<file path="config.mk">
export PLATFORM = sky130hd
export DESIGN_NAME = countdown_timer
export DESIGN_NICKNAME = d
export VERILOG_FILES = /design/src/rtl/countdown_timer.sv
export SDC_FILE = /design/constraint.sdc
export NUM_CORES = 1
export LEC_CHECK = 0
export ABC_AREA = 0
export ABC_CLOCK_PERIOD_IN_PS = 2900
export CORE_MARGIN = 2
export CORE_UTILIZATION = 56
export DETAILED_ROUTE_END_ITERATION = 10
export PLACE_DENSITY = 0.87
export SETUP_SLACK_MARGIN = 0.5
export SLEW_MARGIN = 20
export SYNTH_ARGS = -nofsm -noshare
export SYNTH_HDL_FRONTEND = slang
export SYNTH_SLANG_ARGS = --single-unit
</file>
<file path="constraint.sdc">
create_clock -name clock -period 2.9 [get_ports clock]
set_input_delay 0.58 -clock clock [delete_from_list [all_inputs] [get_ports clock]]
set_output_delay 0.58 -clock clock [all_outputs]
set_load 0.03 [all_outputs]
</file>
<file path="src/rtl/countdown_timer.sv">
// N-digit BCD countdown timer with tick prescaler, expiry beep and registered seven-segment outputs.
// Optional feature: define COUNTDOWN_AUTO_RELOAD_EN to reload and keep counting on expiry.
module countdown_timer #(
  parameter int                  DIGITS      = 2,
  parameter int                  DIV         = 50_000_000,
  parameter logic [4*DIGITS-1:0] START_VALUE = 'h60,
  parameter int                  BEEP_TICKS  = 3
) (
  input  logic                  clock,
  input  logic                  reset,
  input  logic                  load,
  input  logic [4*DIGITS-1:0]   load_val,
  input  logic                  start,
  input  logic                  pause,
  output logic [4*DIGITS-1:0]   bcd,
  output logic [7*DIGITS-1:0]   seg,
  output logic                  running,
  output logic                  done,
  output logic                  beep
);

  localparam int W  = 4 * DIGITS;
  localparam int PW = (DIV > 2) ? $clog2(DIV) : 1;
  localparam int BW = (BEEP_TICKS > 1) ? $clog2(BEEP_TICKS + 1) : 1;
  localparam logic [PW-1:0] PRESC_MAX = PW'(DIV - 1);
  localparam logic [BW-1:0] BEEP_MAX  = BW'(BEEP_TICKS);

  typedef enum logic [1:0] {IDLE, RUN, PAUSED, EXPIRED} state_t;

  state_t              state_q, state_d;
  logic [W-1:0]        count_q, count_d;
  logic [W-1:0]        reload_q, reload_d;
  logic [PW-1:0]       presc_q, presc_d;
  logic                done_q, done_d;
  logic                beep_q, beep_d;
  logic [BW-1:0]       beep_cnt_q, beep_cnt_d;
  logic [7*DIGITS-1:0] seg_q, seg_d;

  logic                tick;
  logic [PW-1:0]       presc_nxt;
  logic [W-1:0]        count_dec;
  logic [BW-1:0]       beep_cnt_inc;

  function automatic logic [W-1:0] clamp_bcd(input logic [W-1:0] v);
    logic [W-1:0] r;
    r = v;
    for (int i = 0; i < DIGITS; i++) begin
      if (v[4*i +: 4] > 4'd9) r[4*i +: 4] = 4'd9;
    end
    return r;
  endfunction

  // Ripple-borrow BCD decrement; callers guarantee v is non-zero.
  function automatic logic [W-1:0] dec_bcd(input logic [W-1:0] v);
    logic [W-1:0] r;
    logic         borrow;
    r      = v;
    borrow = 1'b1;
    for (int i = 0; i < DIGITS; i++) begin
      if (borrow) begin
        if (v[4*i +: 4] == 4'd0) begin
          r[4*i +: 4] = 4'd9;
        end else begin
          r[4*i +: 4] = v[4*i +: 4] - 4'd1;
          borrow      = 1'b0;
        end
      end
    end
    return r;
  endfunction

  function automatic logic [6:0] seg_digit(input logic [3:0] n);
    logic [6:0] s;
    case (n)
      4'd0:    s = 7'h40;
      4'd1:    s = 7'h79;
      4'd2:    s = 7'h24;
      4'd3:    s = 7'h30;
      4'd4:    s = 7'h19;
      4'd5:    s = 7'h12;
      4'd6:    s = 7'h02;
      4'd7:    s = 7'h78;
      4'd8:    s = 7'h00;
      4'd9:    s = 7'h10;
      default: s = 7'h7F;
    endcase
    return s;
  endfunction

  function automatic logic [7*DIGITS-1:0] seg_encode(input logic [W-1:0] v);
    logic [7*DIGITS-1:0] r;
    r = '0;
    for (int i = 0; i < DIGITS; i++) r[7*i +: 7] = seg_digit(v[4*i +: 4]);
    return r;
  endfunction

  assign tick         = (presc_q == PRESC_MAX);
  assign presc_nxt    = tick ? '0 : presc_q + PW'(1);
  assign count_dec    = dec_bcd(count_q);
  assign beep_cnt_inc = beep_cnt_q + BW'(1);

  always_comb begin
    state_d    = state_q;
    count_d    = count_q;
    reload_d   = reload_q;
    presc_d    = presc_q;
    done_d     = done_q;
    beep_d     = beep_q;
    beep_cnt_d = beep_cnt_q;
    seg_d      = seg_encode(count_q);

    if (load) begin
      count_d  = clamp_bcd(load_val);
      reload_d = clamp_bcd(load_val);
      state_d  = IDLE;
      presc_d  = '0;
      done_d   = 1'b0;
      beep_d   = 1'b0;
    end else begin
      case (state_q)
        IDLE: begin
          if (start) begin
            done_d  = 1'b0;
            presc_d = '0;
            if (count_q != '0) begin
              state_d = RUN;
            end else begin
              count_d = reload_q;
              if (reload_q != '0) state_d = RUN;
            end
          end
        end
        RUN: begin
          done_d = 1'b0;
          if (pause) begin
            state_d = PAUSED;
          end else begin
            presc_d = presc_nxt;
`ifdef COUNTDOWN_AUTO_RELOAD_EN
            if (beep_q && tick) begin
              beep_cnt_d = beep_cnt_inc;
              if (beep_cnt_inc == BEEP_MAX) beep_d = 1'b0;
            end
`endif
            // Expiry overrides any beep countdown already in progress.
            if (tick && count_q != '0) begin
              count_d = count_dec;
              if (count_dec == '0) begin
                done_d     = 1'b1;
                beep_d     = 1'b1;
                beep_cnt_d = '0;
`ifdef COUNTDOWN_AUTO_RELOAD_EN
                if (reload_q != '0) count_d = reload_q;
                else                state_d = EXPIRED;
`else
                state_d = EXPIRED;
`endif
              end
            end
          end
        end
        PAUSED: begin
          if (start) state_d = RUN;
        end
        EXPIRED: begin
          if (start) begin
            count_d    = reload_q;
            beep_d     = 1'b0;
            done_d     = 1'b0;
            presc_d    = '0;
            beep_cnt_d = '0;
            state_d    = RUN;
          end else begin
            presc_d = presc_nxt;
            if (tick) begin
              beep_cnt_d = beep_cnt_inc;
              if (beep_cnt_inc == BEEP_MAX) begin
                beep_d  = 1'b0;
                state_d = IDLE;
              end
            end
          end
        end
        default: state_d = IDLE;
      endcase
    end
  end

  always_ff @(posedge clock) begin
    if (!reset) begin
      state_q    <= IDLE;
      count_q    <= START_VALUE;
      reload_q   <= START_VALUE;
      presc_q    <= '0;
      done_q     <= 1'b0;
      beep_q     <= 1'b0;
      beep_cnt_q <= '0;
      seg_q      <= seg_encode(START_VALUE);
    end else begin
      state_q    <= state_d;
      count_q    <= count_d;
      reload_q   <= reload_d;
      presc_q    <= presc_d;
      done_q     <= done_d;
      beep_q     <= beep_d;
      beep_cnt_q <= beep_cnt_d;
      seg_q      <= seg_d;
    end
  end

  assign bcd     = count_q;
  assign seg     = seg_q;
  assign running = (state_q == RUN);
  assign done    = done_q;
  assign beep    = beep_q;

endmodule

</file>
=== Word level (Yosys, flattened, before mapping) ===
Memories as Yosys holds them, arrays and structs flattened. A register that Yosys moved wholly into a read port is not among the register bits.
Cells that the tools add are included.

* Reduce and logical (&&, ||, !) cells: 21
* Equal/unequal tests: 21
* Bitwise gates (word level): 2
* $add $sub $neg: 4
* Muxes and demuxes: 47
* $lt $le $gt $ge: 2

{| class="wikitable"
|+ Operators with widths
! cell !! count
|-
| 26-bit two-way mux || 4
|-
| 26-bit one-hot mux with 3 select lines || 1
|-
| 8-bit two-way mux || 6
|-
| 2-bit two-way mux || 15
|-
| 26-bit by 1-bit adder with 26-bit output, second input constant || 1
|-
| 26-bit == test, second input constant || 1
|-
| 8-bit one-hot mux with 3 select lines || 1
|-
| 3-bit != test, second input constant || 7
|-
| 4-bit two-way mux || 5
|-
| 6-bit AND reduction || 3
|-
| 8-bit nonzero test || 2
|-
| 1-bit two-way mux || 11
|-
| 3-bit by 2-bit != test with 1-bit output, second input constant || 3
|-
| 4-bit greater-than comparator, second input constant || 2
|-
| 4-bit zero test || 2
|-
| 8-bit zero test || 1
|-
| 2-bit one-hot mux with 4 select lines || 1
|-
| 4-bit by 1-bit subtractor with 4-bit output, second input constant || 2
|-
| 7-bit AND reduction || 1
|-
| 2-bit == test, second input constant || 3
|-
| 2-bit by 1-bit != test with 1-bit output, second input constant || 3
|-
| 2-bit != test, second input constant || 3
|-
| 1-bit one-hot mux with 2 select lines || 2
|-
| 2-bit one-hot mux with 2 select lines || 1
|-
| other kinds (12) || 16
|}

* Output and inout bits: 25
* Bits in registers: 48
* Logic and storage cells: 106
* ROM bits: 224
* Memories: 2

{| class="wikitable"
|+ Memories
! name !! depth !! bits a word !! read ports !! clocked after memory_dff !! write ports !! line !! text
|-
| (name not given) || 16 || 7 || 1 || 1 || 0 || 74 || <nowiki>case (n)</nowiki>
|-
| (name not given) || 16 || 7 || 1 || 1 || 0 || 74 ||
|}

=== Depth between registers and ports, before layout ===
Gate-level depths: netlist (run 1).

* Depth in word-level cells: 8
* Depth in mapped cells: 10
* Gate-level depth less buffers: 8

=== Worst setup path after synthesis (run 1) ===
No wires, ideal clock.

* Path type: register to register
* Start point: reg count_q[1] (netlist: bcd[1])
* End point: reg beep_cnt_q[0]
* Buffers on the path: 2
* Stages on the path, launching flop included: 11
* Library setup time: 125 ps
* Setup slack: 391 ps
* Arrival time: 2384 ps
* Path through: dfxtp_1 clkbuf_1 inv_1 ha_1 or3b_1 buf_6 o31ai_4 o41ai_2 nor4_4 o221ai_2 mux2i_1

* Word-level cells in the longest chain between the ends: 6
* Elaborated cells between the ends (all ways): 11
* Classes of those cells: 1 x add/sub; 2 x eq/ne; 3 x mux; 5 x reduce/logical

{| class="wikitable"
|+ Ends and longest elaborated chain
! item !! line !! text
|-
| start, declared || 31 || <nowiki>logic [W-1:0] count_q, count_d;</nowiki>
|-
| start signal, assigned || 201 || <nowiki>count_q <= count_d;</nowiki>
|-
| branches (longest 5 deep; another with 4-bit by 1-bit subtractor with 4-bit output) || - ||
|-
| 6-bit AND reduction (no source line) (*) || - ||
|-
| end signal, assigned || 206 || <nowiki>beep_cnt_q <= beep_cnt_d;</nowiki>
|-
| end, declared || 36 || <nowiki>logic [BW-1:0] beep_cnt_q, beep_cnt_d;</nowiki>
|}

Every way passes the cells marked *.
A chain may end at the register's enable or synchronous reset.

=== Worst setup path after layout (run 1) ===
* Start point: reg count_q[1] (netlist: bcd[1])
* End point: reg count_q[7] (netlist: bcd[7])

* Word-level cells in the longest chain between the ends: 7
* Elaborated cells between the ends (all ways): 12
* Classes of those cells: 2 x eq/ne; 6 x mux; 4 x reduce/logical

{| class="wikitable"
|+ Ends and longest elaborated chain
! item !! line !! text
|-
| 4-bit zero test || 61 || <nowiki>if (v[4*i +: 4] == 4'd0) begin</nowiki>
|-
| 1-bit two-way mux || 61 ||
|-
| 4-bit two-way mux || 60 || <nowiki>if (borrow) begin</nowiki>
|-
| 8-bit two-way mux || 146 || <nowiki>if (tick && count_q != '0) begin</nowiki>
|-
| 8-bit two-way mux || 135 || <nowiki>if (pause) begin</nowiki>
|-
| 8-bit one-hot mux with 3 select lines || 120 || <nowiki>case (state_q)</nowiki>
|-
| 8-bit two-way mux || 112 || <nowiki>if (load) begin</nowiki>
|}

Parallel ways exist; a longest one is shown, timed or not. The select of a mux whose other input is x is not followed.

==> results_dict.tcl, run 1 <==
set metrics [dict create \
    rr_worst_depth 9 \
    critPathArrivalTime_ns 2.57 \
    status "completed" \
    total_power_mw 2.235 \
    nFillCells 437 \
    final_cells 532 \
    finalSetupViolCount 0 \
    synth_edf_count 0 \
    cts_max_path_buffers 2 \
    core_um2 5851 \
    yosysWarnings 0 \
    p_leak_nw 1.535 \
    design_area_um2 4121 \
    pre_cts_ws_ns 0.3153 \
    synth-seq-area-share 0.3696 \
    hold_path.class "reg -> reg" \
    drc 0 \
    grt-ovfl-total 0 \
    setup_tns_ns 0 \
    cts.sinks 62 \
    synth_cell_type_count 54 \
    whs_ns 0.4697 \
    crit_end "bcd[7]" \
    regToRegSetupSlack_ns 0.57 \
    gp_routability_congestion 1.024 \
    worst_slack_ns 0.5683 \
    period_share 0.8040 \
    synth_seq_cells 62 \
    antenna_found_initial 0 \
    dp_cells 511 \
    power_density_nw_per_um2 542.3 \
    tritoncts "built" \
    crit_path_start "bcd[1]" \
    ant_nets 0 \
    antennaDiodeCount 0 \
    place_area_um2 3805 \
    synth_fp_nets 439 \
    cts_buffers 9 \
    die_w_um 81.44 \
    synth_area_um2 3358 \
    drt_iter0_markers 415 \
    reg2reg_from "bcd[1]" \
    synth_async_sr_flop_share 0 \
    root_buffer "clkbuf_8" \
    io_buffers 37 \
    cp.required_ns 3.14 \
    endpoint_kind "flip-flop" \
    num_vias 3151 \
    grt_util_all_layers 0.2566 \
    final_util 0.7044 \
    drv_cap 0 \
    die_area_um2 6632 \
    synthCells 409 \
    period_minus_slack_ns 2.332 \
    boundaryPins 38 \
    area_growth_pct 22.73 \
    worst_pin_slew_ns 0.4245 \
    wl_per_cell_um 15.56 \
    htree_levels 3 \
    hold_violations 0 \
    fin_nets 482 \
    r2r-end "bcd[7]" \
    firstDrtPassIters 5 \
    final_cell_mix "66 x nor2_1, 57 x dfxtp_1, 36 x clkdlybuf4s50_1" \
    rsz0062_at_grt "true" \
    start_kind "flip-flop" \
    clkLatencyLatePin_ns 0.35 \
    hold_depth 2 \
    relSlewSlack 0.7170 \
    grt_pass1_wl_um 13220 \
    irDropWorstVdd_v 0.0004370 \
    grt_pass1_vias 2859 \
    drt-total-wl_um 8279 \
    worstPathMaxFanout 10 \
    finClkSkew_ns 0.01028 \
    start_util 0.5740 \
    drive_gt1_frac 0.1160 \
    slew_viol_final 0 \
    fp.dieH_um 81.44 \
    fmax_ghz 0.4289 \
    grt_max_degree 31 \
    placement_rows 28 \
    synth_ff_type "dfxtp_1" \
    path_clk_slew_ns 0.07 \
    final_common_cell "nor2_1" \
    via_per_inst 5.923 \
    hold_start "beep_cnt_q[0]" \
    criticalPathCategory "reg -> reg" \
    syn_area_per_cell_um2 8.211 \
    hpwl_um 5672 \
]
worst min-delay path by stage:
| stage | endpoint | slack (ns) |
|---|---|---|
| finish | beep_cnt_q[0] | 0.47 |
| global route | presc_q[1] | 0.49 |
| CTS | beep_cnt_q[0] | 0.47 |
| detailed placement | beep_cnt_q[0] | 0.46 |
| global placement | beep_cnt_q[0] | 0.45 |
| floorplan | beep_cnt_q[0] | 0.44 |
layer usage:
| metal | routed length, um | track usage | share of wire |
|---|---|---|---|
| met1 | 3512 | 0.3258 | 0.42 |
| met2 | 4021 | 0.4172 | 0.49 |
| met3 | 576 | 0.06484 | 0.070 |
| met4 | 167 | 0.1017 | 0.020 |
| met5 | 0 | 0 | 0 |
timing repair:
action,CTS,global route
buffers inserted,0,5
hold endpoints to repair,0,0
setup endpoints to repair,9,16
hold buffers,0,0
pin swaps,0,3
resized for setup,9,10
cell families (layout without fill, tap and decap cells):
group                    Yosys count  count (layout)  share of synthesized area
buffers and inverters             32              80                    0.03912
adder cells (fa/ha/maj)           17              17                    0.06334
flip-flops                        62              62                     0.3696
multiplexers                       7               7                    0.02124
AND/OR/NAND/NOR                  181             181                     0.2697
AO/OA/AOI/OAI                     85              85                     0.1718
XOR/XNOR                          25              25                    0.06520
where the power goes:
group	internal, mW	switching (mW)
Combinational	0.185	0.249
Sequential	0.893	0.0483
Clock	0.486	0.374
sequential cells by signal (all words and copies together) (netlist names):
name,flops
presc_q,26
seg,14
bcd,8
reload_q,8
beep_cnt_q,2
state_q,2
beep,1
done,1
critical path: stages, from the launching register on:
cell      delay [ns]
dfxtp_2         0.38
inv_2           0.11
ha_4            0.17
or3b_4          0.42
buf_4           0.17
nor2_1          0.15
a21oi_1         0.10
a311oi_2        0.33
a21oi_1         0.10
o311ai_1        0.28
area by class of cell:
| cell class | instances | area, um^2 | share of cell area |
|---|---|---|---|
| Timing Repair Buffer | 50 | 466.7 | 0.1132 |
| Sequential cell | 62 | 1247 | 0.3027 |
| Clock buffer | 9 | 123.9 | 0.03005 |
| Multi-Input combinational cell | 315 | 2039 | 0.4948 |
| Clock inverter | 7 | 97.59 | 0.02368 |
| Inverter | 14 | 52.55 | 0.01275 |
| Tap cell | 75 | 93.84 | 0.02277 |
synthesized netlist by cell type (all sizes together) (3+ instances only):
library cell	number	area share
mux2i	6	0.018
nor2b	7	0.013
inv	13	0.015
nand2b	11	0.020
nand3b	4	0.0089
and3	11	0.020
a221oi	4	0.010
clkbuf	14	0.016
o211ai	3	0.0067
nand2	32	0.036
a211oi	3	0.0067
nand4	9	0.017
buf	4	0.0078
a21oi	21	0.032
o21ai	23	0.034
xnor2	13	0.034
nor4	3	0.010
nor2	66	0.074
and4	4	0.010
xor2	12	0.031
a21boi	5	0.011
and2	3	0.0056
nand3	14	0.021
o31ai	3	0.011
a21o	4	0.0089
ha	17	0.063
o22ai	3	0.0056
dfxtp	62	0.37
nor3	7	0.010
No activity file was read; power rests on OpenSTA's default activity.
==> inputs of run 2 (changes only) <==
--- a/config.mk
+++ b/config.mk
@@ -6,7 +6,7 @@
 export NUM_CORES = 1
 export LEC_CHECK = 0
 export ABC_AREA = 0
-export ABC_CLOCK_PERIOD_IN_PS = 2900
+export ABC_CLOCK_PERIOD_IN_PS = 2400
 export CORE_MARGIN = 2
 export CORE_UTILIZATION = 56
 export DETAILED_ROUTE_END_ITERATION = 10
==> constraint.sdc (replaced) <==
create_clock -name clock -period 2.4 [get_ports clock]
set_input_delay 0.48 -clock clock [delete_from_list [all_inputs] [get_ports clock]]
set_output_delay 0.48 -clock clock [all_outputs]
set_load 0.03 [all_outputs]
==> results_dict.tcl, run 2 (same netlist as run 1, synthesis figures left out) <==
set metrics [dict create \
    netSwitchingPower_mw 0.8331 \
    cts_buffers 9 \
    core_um2 5851 \
    antenna_found_initial 0 \
    root_buffer "clkbuf_8" \
    io_buffers 37 \
    die_area_um2 6632 \
    drc 0 \
    cp.required_ns 2.68 \
    worstPathMaxFanout 4 \
    grt_max_degree 31 \
    relSlewSlack 0.7316 \
    worst_pin_slew_ns 0.3990 \
    whs_ns 0.4756 \
    hpwl_um 5613 \
    status "completed" \
    power.internal_mw 1.963 \
    drt_iter0_markers 223 \
    tritoncts "built" \
    placement_rows 28 \
    irDropWorstVdd_v 0.0004377 \
    finalSetupViolCount 0 \
    power_density_nw_per_um2 617.7 \
    firstDrtPassIters 5 \
    boundaryPins 38 \
    cts.sinks 62 \
    largest_register_ffs 26 \
    grt-ovfl-total 0 \
    drive_gt1_frac 0.2292 \
    p_clk_frac 0.369 \
    top_register "presc_q" \
    fin_nets 505 \
    seq_power_share 0.401 \
    ant_nets 0 \
    finClkSkew_ns 0.003921 \
    final_cell_mix "63 x nor2_1, 58 x dfxtp_1, 32 x buf_4" \
    grt_util_all_layers 0.2679 \
    critPathArrivalTime_ns 2.40 \
    cts_max_path_buffers 2 \
    drv_cap 0 \
    grt_pass1_vias 2953 \
    criticalPathCategory "reg -> reg" \
    final_common_cell "nor2_1" \
    period_minus_slack_ns 2.123 \
    path_clk_slew_ns 0.07 \
    grt_pass1_wl_um 13680 \
    start_util 0.5740 \
    drt-total-wl_um 9007 \
    setup_tns_ns 0 \
    wl_per_cell_um 16.23 \
    fp.dieH_um 81.44 \
    power_frac_comb 0.231 \
    place_area_um2 3933 \
    slew_viol_final 0 \
    clkLatencyLatePin_ns 0.35 \
    fmax_ghz 0.4711 \
    nFillCells 383 \
    rsz0062_at_grt "true" \
    area_growth_pct 34.76 \
    num_vias 3259 \
    p_leak_nw 1.700 \
    hold_path.class "reg -> reg" \
    htree_levels 3 \
    via_per_inst 5.872 \
    die_w_um 81.44 \
    antennaDiodeCount 0 \
    endpoint_kind "flip-flop" \
    swShare 0.2980 \
    design_area_um2 4526 \
    start_kind "flip-flop" \
    total_power_mw 2.796 \
    hold_violations 0 \
    period_share 0.8844 \
    gp_routability_congestion 0.8978 \
]
run 2: changes by cell type in the layout (fill, tap and decap cells not counted), moves of 4 or more:
cell	change
buf_4	+19
clkdlybuf4s50_1	-8
a21oi_2	+4
o21ai_0	-4
a21oi_1	-5
dlygate4sd2_1	+6
run 2: power by group through the flow:
stage	registers [mW]	logic, mW	clock network [mW]
floorplan	1.21	0.280	0
global placement	1.14	0.518	0
detailed placement	1.15	0.529	0
CTS	1.12	0.573	1.05
global route	1.12	0.688	1.09
finish	1.12	0.645	1.03
run 2: path summary, 6_finish.rpt:
path,slack [ns],from,endpoint,cells after the start
worst max-delay path,0.28,bcd[0],beep_cnt_q[0],9
worst min-delay path,0.48,presc_q[1],presc_q[1],2
worst max register to register,0.28,bcd[0],beep_cnt_q[0],9
worst min register to register,0.48,presc_q[1],presc_q[1],2
run 2: through the flow:
stage,util,std cells,worst slack [ns]
floorplan,-,409,0.1779
global placement,0.6722,520,0.1748
detailed placement,0.6722,520,-0.0003519
CTS,0.7350,547,0.2063
global route,0.7735,555,0.2241
finish,0.7735,555,0.2774
run 2: layout make-up:
type | instances | area [um^2] | share of cell area
clock buffers | 10 | 137.6 | 0.03041
clock inverters | 6 | 85.08 | 0.01880
inverters | 14 | 63.81 | 0.01410
multi-input cells | 315 | 2262 | 0.4999
flip-flops and latches | 62 | 1251 | 0.2765
well taps | 75 | 93.84 | 0.02074
repair buffers | 73 | 631.9 | 0.1396
run 2: repair_timing:
item	CTS	global route
hold endpoints to repair	0	0
hold buffers	0	0
pin swaps	10	12
buffers inserted	11	7
setup endpoints to repair	47	40
cloned	0	1
gates resized for setup	31	42
run 2: critical path, cell delays in order, from the launching register on:
cell and delay, ns:
dfxtp_4 0.36, inv_4 0.06, ha_4 0.13, or3b_4 0.40
buf_4 0.17, o41ai_4 0.32, nor4_4 0.06, buf_4 0.17
o221ai_4 0.16, mux2i_1 0.21
run 2: layer usage:
layer	GRT usage	vias to the layer above	part of all wire
li1	-	1568	-
met1	0.3432	1554	0.44
met3	0.04945	21	0.049
met2	0.4311	116	0.49
met4	0.1356	0	0.022
met5	0	-	0
